**config.mk**
```make
export PLATFORM = sky130hd
export DESIGN_NAME = bp_me_stream_merge_n
export DESIGN_NICKNAME = d
export VERILOG_FILES = /design/src/rtl/bp_me_stream_merge_n.sv
export SDC_FILE = /design/constraint.sdc
export NUM_CORES = 1
export LEC_CHECK = 0
export ABC_CLOCK_PERIOD_IN_PS = 2960
export BUFFER_PORTS_ARGS = -buffer_cell sky130_fd_sc_hd__buf_2
export CAP_MARGIN = 20
export CORE_AREA = 2 2 452 454
export DETAILED_ROUTE_END_ITERATION = 7
export DIE_AREA = 0 0 454 456
export HOLD_SLACK_MARGIN = 0.1
export PLACE_DENSITY = 0.3
export SLEW_MARGIN = 20
export SYNTH_ARGS = -nofsm -noshare
export SYNTH_HDL_FRONTEND = slang
export SYNTH_SLANG_ARGS = --single-unit
```
**constraint.sdc**
```tcl
create_clock -name clk_i -period 2.96 [get_ports clk_i]
set_input_delay 0.444 -clock clk_i [delete_from_list [all_inputs] [get_ports clk_i]]
set_output_delay 0.444 -clock clk_i [all_outputs]
set_load 0.01 [all_outputs]
```
**src/rtl/bp_me_stream_merge_n.sv**
```systemverilog
// bp_me_stream_merge_n
// Merges num_ch_p BedRock stream command channels onto one memory command
// port and steers the in-order memory responses back to the issuing channel.
// Whole packets are arbitrated round-robin, and a small order FIFO tracks the
// channel ID of every packet still awaiting its response. It also limits the
// number of outstanding requests.
//
// Ports:
//   clk_i / reset_i          clock, synchronous active-high reset
//   ch_cmd_*                 per-channel command streams (flattened, ch0 in LSBs)
//   ch_resp_*                response stream; header/data/last broadcast,
//                            valid only on the owning channel
//   mem_cmd_*                merged command stream to memory
//   mem_resp_*               response stream from memory (returned in order)
//   outstanding_o            packets issued whose final response beat is pending
module bp_me_stream_merge_n #(
  parameter int unsigned num_ch_p          = 2,
  parameter int unsigned header_width_p    = 128,
  parameter int unsigned data_width_p      = 64,
  parameter int unsigned max_outstanding_p = 4
) (
  input  logic                                 clk_i,
  input  logic                                 reset_i,

  input  logic [num_ch_p*header_width_p-1:0]   ch_cmd_header_i,
  input  logic [num_ch_p*data_width_p-1:0]     ch_cmd_data_i,
  input  logic [num_ch_p-1:0]                  ch_cmd_v_i,
  input  logic [num_ch_p-1:0]                  ch_cmd_last_i,
  output logic [num_ch_p-1:0]                  ch_cmd_ready_and_o,

  output logic [num_ch_p*header_width_p-1:0]   ch_resp_header_o,
  output logic [num_ch_p*data_width_p-1:0]     ch_resp_data_o,
  output logic [num_ch_p-1:0]                  ch_resp_v_o,
  output logic [num_ch_p-1:0]                  ch_resp_last_o,
  input  logic [num_ch_p-1:0]                  ch_resp_ready_and_i,

  output logic [header_width_p-1:0]            mem_cmd_header_o,
  output logic [data_width_p-1:0]              mem_cmd_data_o,
  output logic                                 mem_cmd_v_o,
  output logic                                 mem_cmd_last_o,
  input  logic                                 mem_cmd_ready_and_i,

  input  logic [header_width_p-1:0]            mem_resp_header_i,
  input  logic [data_width_p-1:0]              mem_resp_data_i,
  input  logic                                 mem_resp_v_i,
  input  logic                                 mem_resp_last_i,
  output logic                                 mem_resp_ready_and_o,

  output logic [$clog2(max_outstanding_p+1)-1:0] outstanding_o
);

  localparam int unsigned ch_w_lp  = (num_ch_p > 1) ? $clog2(num_ch_p) : 1;
  localparam int unsigned ptr_w_lp = (max_outstanding_p > 1) ? $clog2(max_outstanding_p) : 1;
  localparam int unsigned cnt_w_lp = $clog2(max_outstanding_p+1);

  typedef enum logic [0:0] {
    e_idle   = 1'b0,
    e_locked = 1'b1
  } state_e;

  state_e               state_r, state_n;
  logic [ch_w_lp-1:0]   rr_ptr_r, lock_ch_r;
  logic [ch_w_lp-1:0]   rr_pick, grant;
  logic                 rr_found, grant_v, credit_ok;
  logic                 cmd_fire, push, pop, fifo_empty;

  logic [ch_w_lp-1:0]   fifo_mem [max_outstanding_p];
  logic [ptr_w_lp-1:0]  wr_ptr_r, rd_ptr_r;
  logic [cnt_w_lp-1:0]  count_r;
  logic [ch_w_lp-1:0]   head;

  // Round-robin search starting at rr_ptr_r.
  always_comb begin
    int unsigned idx;
    idx      = 0;
    rr_pick  = '0;
    rr_found = 1'b0;
    for (int unsigned i = 0; i < num_ch_p; i++) begin
      idx = 32'(rr_ptr_r) + i;
      if (idx >= num_ch_p) idx = idx - num_ch_p;
      if (!rr_found && ch_cmd_v_i[ch_w_lp'(idx)]) begin
        rr_found = 1'b1;
        rr_pick  = ch_w_lp'(idx);
      end
    end
  end

  // A pop in the same cycle frees a slot, so a full FIFO can still accept a
  // new packet whenever a final response beat is retiring alongside it.
  assign credit_ok = (count_r < cnt_w_lp'(max_outstanding_p)) || pop;

  // Output / grant logic
  always_comb begin
    grant   = rr_pick;
    grant_v = rr_found && credit_ok;
    if (state_r == e_locked) begin
      grant   = lock_ch_r;
      grant_v = 1'b1;
    end
  end

  assign mem_cmd_header_o = ch_cmd_header_i[32'(grant)*header_width_p +: header_width_p];
  assign mem_cmd_data_o   = ch_cmd_data_i[32'(grant)*data_width_p +: data_width_p];
  assign mem_cmd_last_o   = ch_cmd_last_i[grant];
  assign mem_cmd_v_o      = grant_v && ch_cmd_v_i[grant];

  always_comb begin
    ch_cmd_ready_and_o = '0;
    if (grant_v) ch_cmd_ready_and_o[grant] = mem_cmd_ready_and_i;
  end

  assign cmd_fire = mem_cmd_v_o && mem_cmd_ready_and_i;
  assign push     = cmd_fire && (state_r == e_idle);

  // Next-state logic
  always_comb begin
    state_n = state_r;
    unique case (state_r)
      e_idle:   if (push && !mem_cmd_last_o)    state_n = e_locked;
      e_locked: if (cmd_fire && mem_cmd_last_o) state_n = e_idle;
      default:  state_n = e_idle;
    endcase
  end

  // State register, lock owner and round-robin pointer
  always_ff @(posedge clk_i) begin
    if (reset_i) begin
      state_r   <= e_idle;
      lock_ch_r <= '0;
      rr_ptr_r  <= '0;
    end else begin
      state_r <= state_n;
      if (push) begin
        lock_ch_r <= grant;
        rr_ptr_r  <= (32'(grant) == num_ch_p - 1) ? '0 : grant + 1'b1;
      end
    end
  end

  // Order FIFO of channel IDs, one entry per packet awaiting its response
  always_ff @(posedge clk_i) begin
    if (push) fifo_mem[wr_ptr_r] <= grant;
  end

  always_ff @(posedge clk_i) begin
    if (reset_i) begin
      wr_ptr_r <= '0;
      rd_ptr_r <= '0;
      count_r  <= '0;
    end else begin
      if (push)
        wr_ptr_r <= (wr_ptr_r == ptr_w_lp'(max_outstanding_p - 1)) ? '0 : wr_ptr_r + 1'b1;
      if (pop)
        rd_ptr_r <= (rd_ptr_r == ptr_w_lp'(max_outstanding_p - 1)) ? '0 : rd_ptr_r + 1'b1;
      unique case ({push, pop})
        2'b10:   count_r <= count_r + 1'b1;
        2'b01:   count_r <= count_r - 1'b1;
        default: count_r <= count_r;
      endcase
    end
  end

  assign fifo_empty    = (count_r == '0);
  assign head          = fifo_mem[rd_ptr_r];
  assign outstanding_o = count_r;

  // Response steering to the FIFO head
  always_comb begin
    ch_resp_v_o = '0;
    if (!fifo_empty) ch_resp_v_o[head] = mem_resp_v_i;
  end

  assign mem_resp_ready_and_o = !fifo_empty && ch_resp_ready_and_i[head];
  assign pop                  = mem_resp_v_i && mem_resp_ready_and_o && mem_resp_last_i;

  assign ch_resp_header_o = {num_ch_p{mem_resp_header_i}};
  assign ch_resp_data_o   = {num_ch_p{mem_resp_data_i}};
  assign ch_resp_last_o   = {num_ch_p{mem_resp_last_i}};

  // Memory must never answer a request that was not issued.
  resp_without_request_a: assert property (
    @(posedge clk_i) disable iff (reset_i) !(mem_resp_v_i && fifo_empty));

endmodule
```
==> results of run 1 <==
[layer usage]
layer,share of wire,vias up,GRT usage,routed length (microns)
met2,0.54,668,0.202,62100
met1,0.21,2671,0.0685,24400
met5,0.0036,-,0.0170,414
met3,0.23,115,0.112,27200
li1,-,2343,-,-
met4,0.016,4,0.0141,1800
[critical path: cells and delay by family (launching register included)]
family                     cells  cell delay (ns)
buffers and inverters          1             0.05
adders and majority gates      2             0.63
xor gates and xnor gates       1             0.15
DFF                            1             0.33
AOI/OAI and AO/OA              2             0.31
muxes                          2             0.76
and+or+nand+nor                2             0.50
[stage by stage]
stage / util / hold slack [ns] / cells
2_1_floorplan: - / 0.482 / 693
3_3_place_gp: 0.0477 / 0.526 / 3564
3_5_place_dp: 0.0477 / 0.522 / 3564
4_1_cts: 0.0481 / 0.529 / 3568
5_1_grt: 0.0481 / 0.555 / 3570
6_report: 0.0481 / 0.529 / 3571
[how the worst min path moves through the flow]
stage          cells after the start          start         to  slack, ns
6_report                           3  ch_cmd_v_i[1]  lock_ch_r       0.53
5_1_grt                            3  ch_cmd_v_i[1]  lock_ch_r       0.56
4_1_cts                            3  ch_cmd_v_i[1]  lock_ch_r       0.53
3_5_place_dp                       1       rr_ptr_r   rr_ptr_r       0.52
3_3_place_gp                       1       rr_ptr_r   rr_ptr_r       0.53
2_1_floorplan                      1       rr_ptr_r   rr_ptr_r       0.48
[cell families (layout without fill, tap and decap cells)]
| logic type | Yosys count | in the layout | share of synthesized area |
|---|---|---|---|
| xor gates and xnor gates | 2 | 2 | 0.00288 |
| other | 0 | 3 | 0 |
| and+or+nand+nor | 37 | 37 | 0.0333 |
| muxes | 197 | 197 | 0.366 |
| AOI/OAI and AO/OA | 17 | 17 | 0.0220 |
| DFF | 16 | 16 | 0.0592 |
| buffers and inverters | 417 | 620 | 0.501 |
| adders and majority gates | 7 | 7 | 0.0156 |
[placed cells by master (no fill, tap or decap), types with 2 or more instances in the layout]
| cell | n |
|---|---|
| a21oi_1 | 3 |
| and3_1 | 4 |
| buf_12 | 9 |
| buf_2 | 594 |
| buf_4 | 7 |
| clkbuf_16 | 3 |
| dfxtp_1 | 12 |
| diode_2 | 3 |
| edfxtp_1 | 4 |
| ha_1 | 6 |
| inv_1 | 6 |
| mux2_2 | 193 |
| mux2i_1 | 2 |
| nand2_1 | 2 |
| nand3_1 | 3 |
| nor2_1 | 10 |
| nor3_1 | 5 |
| nor3b_1 | 2 |
| o21ai_0 | 3 |
| o31ai_2 | 2 |
[where the power goes]
part / total, mW / internal [mW] / switching, mW
combinational: 2.07 / 0.710 / 1.36
sequential: 0.254 / 0.239 / 0.0149
clock: 0.273 / 0.183 / 0.0903
[cell type report]
cell class | count | area share
Sequential cell | 16 | 0.0371
Inverter | 6 | 0.00232
Clock buffer | 4 | 0.00812
Tap cell | 2672 | 0.344
Multi-Input combinational cell | 260 | 0.277
Antenna cell | 3 | 0.000773
Timing Repair Buffer | 610 | 0.330
==> results.yml, run 1 <==
logic_synthesis:
  async_reset_ff_frac: 0
  synth_top_area_cell: "buf_4"
  ys_top_cells_by_count: "387 x buf_4, 193 x mux2_2, 22 x buf_2, 12 x dfxtp_1, 10 x nor2_1"
  synth_seq_cells: 16
  synth_area_leaders: "buf_4 48%, mux2_2 36%, dfxtp_1 3.9%"
  synth.most_common_cell: "buf_4"
  synth_top_cell_area_share: 0.477
  yosys_warnings: 0
  synth-edff-count: 4
  netlist_area_sq_mm: 0.00608
  ys_seq_area_frac: 0.0592
  syn_area_per_cell_sq_um: 8.78
  synthFlopType: "dfxtp_1"
  synth_cells: 693
  synth.distinct_cells: 43
  syn-num-nets: 1287
clocking:
  clk_pin_slew_ns: 0.05
  cts_sinks: 16
  cts_hold_buf: 0
  cts_setup_buffers: 0
  clockRootBuffer: "clkbuf_16"
  cts_resized: 0
  cts_buffers: 3
  cts_buffer_depth: 2
  cts_tree: "done"
  htree_num_levels: 1
  worstSkewPairLatency_ns: 0.25
run:
  maxCapViolCount: 0
drt:
  vias: 5801
  wirelength_mm: 116
  drc_errors: 0
  firstDrtPassIters: 4
  drt_iter0_drc: 360
  viasPerCell: 1.62
  post_drt_wl_per_cell_microns: 32.4
  ant_nets: 0
power_and_ir_drop:
  peakVddDrop_mv: 0.153
  total_power_mw: 2.60
  p_leak_nw: 3.58
  powerDensity_mw_per_mm2: 268
cells_and_area:
  syn_to_final_growth_pct: 59.5
  num-fill-cells: 24000
  fin_area_sq_mm: 0.00971
  multiInputGateArea_sq_mm: 0.00269
  final_layout_size_suffix_gt1_frac: 0.910
  nets: 1491
  regArea_sq_um: 360
die:
  num_rows: 165
  die_area_sq_mm: 0.207
  core_area_sq_mm: 0.202
  die_y_microns: 456
  initial_utilization: 0.0302
  die-width_microns: 454
  ios: 1175
sta:
  relSlewSlack: 0.677
  tightest_slew_ns: 0.481
  finalCriticalPeriod_ns: 2.78
  finalCritPeriodShare: 0.940
  fin_setup_tns_ns: 0
  setup_violations: 0
  rsz0062_at_grt: "no"
  hold_violations: 0
  fin_ws_ns: 0.177
  max_freq_mhz: 359
  slew_viol_final: 0
  skew_ns: 0.00346
placed_design:
  post-place-ws_ns: 0.175
  dp_hpwl_mm: 112
  place_area_sq_mm: 0.00962
  portBuffers: 598
  place.gp.congestion: 0.883
grt:
  grt_pass1_vias: 6044
  grt_use_total: 0.107
  grt_overflow_total: 0
  grt_antenna_before_repair: 20
  grt_pass1_wl_mm: 129
  grt_max_degree: 67
worst_setup_path:
  reg2regPathDepth: 10
  required_ns: 3.14
  rrSetupSlack_ns: 0.18
  crit_chain: "mux4_2 -> mux2i_2 -> o21ai_2 -> and2_4 -> inv_1 -> ha_1 -> fa_1 -> xnor2_1 -> or3_1 -> a21oi_1"
  crit_fanout: 4
  path_class: "flop to flop"
  max_stage_delay_ns: 0.55
  rr_endpoint: "outstanding_o[2]"
  cpMaxStageDelayCell: "mux4_2"
  cp-start-kind: "flop"
  cp_data_arrival_time_ns: 2.97
  end_kind: "flop"
  critPathCapture: "outstanding_o[2]"
hold_path:
  hp-class: "input pin to flop"
outcome:
  outcome: "completed"
Note: power is estimated with default switching activity, not from simulation.
==> run 2: changes to the inputs <==
--- a/config.mk
+++ b/config.mk
@@ -7,12 +7,12 @@
 export LEC_CHECK = 0
 export ABC_CLOCK_PERIOD_IN_PS = 2960
 export BUFFER_PORTS_ARGS = -buffer_cell sky130_fd_sc_hd__buf_2
-export CAP_MARGIN = 20
+export CAP_MARGIN = 15
 export CORE_AREA = 2 2 452 454
+export CTS_BUF_LIST = sky130_fd_sc_hd__clkbuf_8
 export DETAILED_ROUTE_END_ITERATION = 7
 export DIE_AREA = 0 0 454 456
 export HOLD_SLACK_MARGIN = 0.1
-export PLACE_DENSITY = 0.3
 export SLEW_MARGIN = 20
 export SYNTH_ARGS = -nofsm -noshare
 export SYNTH_HDL_FRONTEND = slang
==> run 2 against run 1 <==
Global-route usage grew 3.7 points; via count rose by 4.7%; worst hold slack about the same; fmax fell by 0.66%; critical path type unchanged; routed wire length grew 34%; clock skew is essentially flat; clock power shrank 38%; count of clock-buffer cells in the layout shrank 1; highest routed layer unchanged.
==> results.yml, run 2 (same netlist as run 1, synthesis figures left out) <==
hold_path:
  hp-class: "input pin to flop"
  min_path_cells: 3
  worstHoldEndpoint: "lock_ch_r"
  min_from: "ch_cmd_v_i[1]"
grt:
  grt_pass1_vias: 6192
  grt_overflow_total: 0
  grt_use_total: 0.144
  grt_pass1_wl_mm: 168
  grt_antenna_before_repair: 33
  grt_max_degree: 37
drt:
  post_drt_wl_per_cell_microns: 43.3
  firstDrtPassIters: 5
  vias: 6075
  viasPerCell: 1.70
  wirelength_mm: 155
  drc_errors: 0
  ant_nets: 0
  drt_iter0_drc: 479
placed_design:
  dp_hpwl_mm: 152
  portBuffers: 598
  place.gp.congestion: 0.929
  post-place-ws_ns: 0.0848
  dp_cells: 3568
cells_and_area:
  mostFrequentLayoutCells: "598 x buf_2, 193 x mux2_2, 12 x dfxtp_1, 12 x buf_4, 10 x nor2_1"
  num-fill-cells: 23900
  nets: 1495
  multiInputGateArea_sq_mm: 0.00269
  syn_to_final_growth_pct: 58.3
  final_layout_size_suffix_gt1_frac: 0.910
  layout_commonest_cell: "buf_2"
  fin_cells: 3580
  regArea_sq_um: 360
worst_setup_path:
  crit_fanout: 4
  required_ns: 3.15
  end_kind: "flop"
  rrSetupSlack_ns: 0.16
  r2r-start: "fifo_mem[3]"
  cp-start-kind: "flop"
  rr_endpoint: "outstanding_o[2]"
  path_class: "flop to flop"
  reg2regPathDepth: 10
  cp_data_arrival_time_ns: 2.99
power_and_ir_drop:
  powerDensity_mw_per_mm2: 277
  peakVddDrop_mv: 0.0909
  p_leak_nw: 3.56
clocking:
  cts_buffers: 3
  clockRootBuffer: "clkbuf_8"
  cts_tree: "done"
  worstSkewPairLatency_ns: 0.25
  htree_num_levels: 1
  cts_buffer_depth: 2
  cts_sinks: 16
  cts_setup_buffers: 0
  clk_pin_slew_ns: 0.06
sta:
  finalCritPeriodShare: 0.947
  tightest_slew_ns: 0.487
  hold_violations: 0
  finalCriticalPeriod_ns: 2.80
  setup_violations: 0
  fin_ws_ns: 0.158
  skew_ns: 0.00341
  relSlewSlack: 0.673
  max_freq_mhz: 357
  fin_setup_tns_ns: 0
  rsz0062_at_grt: "no"
  slew_viol_final: 0
die:
  die_area_sq_mm: 0.207
  core_area_sq_mm: 0.202
  num_rows: 165
  die-width_microns: 454
  die_y_microns: 456
  initial_utilization: 0.0302
  ios: 1175
outcome:
  outcome: "completed"
run:
  maxCapViolCount: 0
run 2: worst max path at each step:
| stage | startpoint | end | cells past startpoint |
|---|---|---|---|
| 5_1_grt | flop | ch_cmd_ready_and_o[1] | 7 |
| 3_3_place_gp | flop | outstanding_o[2] | 10 |
| 4_1_cts | flop | mem_cmd_header_o[109] | 5 |
| 6_report | fifo_mem[3] | outstanding_o[2] | 10 |
| 2_1_floorplan | ch_cmd_v_i[1] | outstanding_o[2] | 10 |
| 3_5_place_dp | ch_cmd_v_i[0] | mem_cmd_header_o[42] | 6 |
run 2: per-stage QoR:
step | area, sq um | hold WS [ns] | total power, mW | util
6_report | 9630 | 0.528 | 2.67 | 0.0478
5_1_grt | 9620 | 0.539 | 2.83 | 0.0477
4_1_cts | 9610 | 0.529 | 2.89 | 0.0477
3_5_place_dp | 9560 | 0.514 | 2.71 | 0.0474
3_3_place_gp | 9560 | 0.525 | 2.72 | 0.0474
2_1_floorplan | 6080 | 0.482 | 1.43 | -
run 2: report_power, final:
| group | total [mW] | switching [mW] | internal [mW] |
|---|---|---|---|
| combinational | 2.24 | 1.55 | 0.697 |
| sequential | 0.256 | 0.0168 | 0.239 |
| clock | 0.170 | 0.0778 | 0.0922 |
| total | 2.67 | 1.64 | 1.03 |
run 2: repair_timing:
action / CTS / global route
hold buffers: 0 / 0
endpoints found under the hold margin: 0 / 0
gates resized for setup: 1 / 0
setup endpoints to repair: 1 / 0
run 2: critical path, stage by stage (launching register included):
cell	delay, ns
edfxtp_1	0.37
mux4_2	0.53
mux2i_2	0.21
o21ai_2	0.17
and2_4	0.19
inv_1	0.05
ha_1	0.23
fa_1	0.39
xnor2_1	0.14
or3_1	0.30
a21oi_1	0.14
run 2: layout make-up:
cell class,instances,area share
tap,2672,0.347
antenna,8,0.00208
multi-input combinational,260,0.279
sequential,16,0.0374
clock inverter,1,0.000390
inverter,6,0.00234
timing repair buffer,614,0.327
clock buffer,3,0.00429
run 2: routing by layer:
layer / part of all wire / routed length [microns] / GRT usage
met1: 0.17 / 26200 / 0.0717
met4: 0.012 / 1870 / 0.0146
met2: 0.57 / 88800 / 0.292
met5: 0.0022 / 345 / 0.0114
met3: 0.24 / 37900 / 0.162
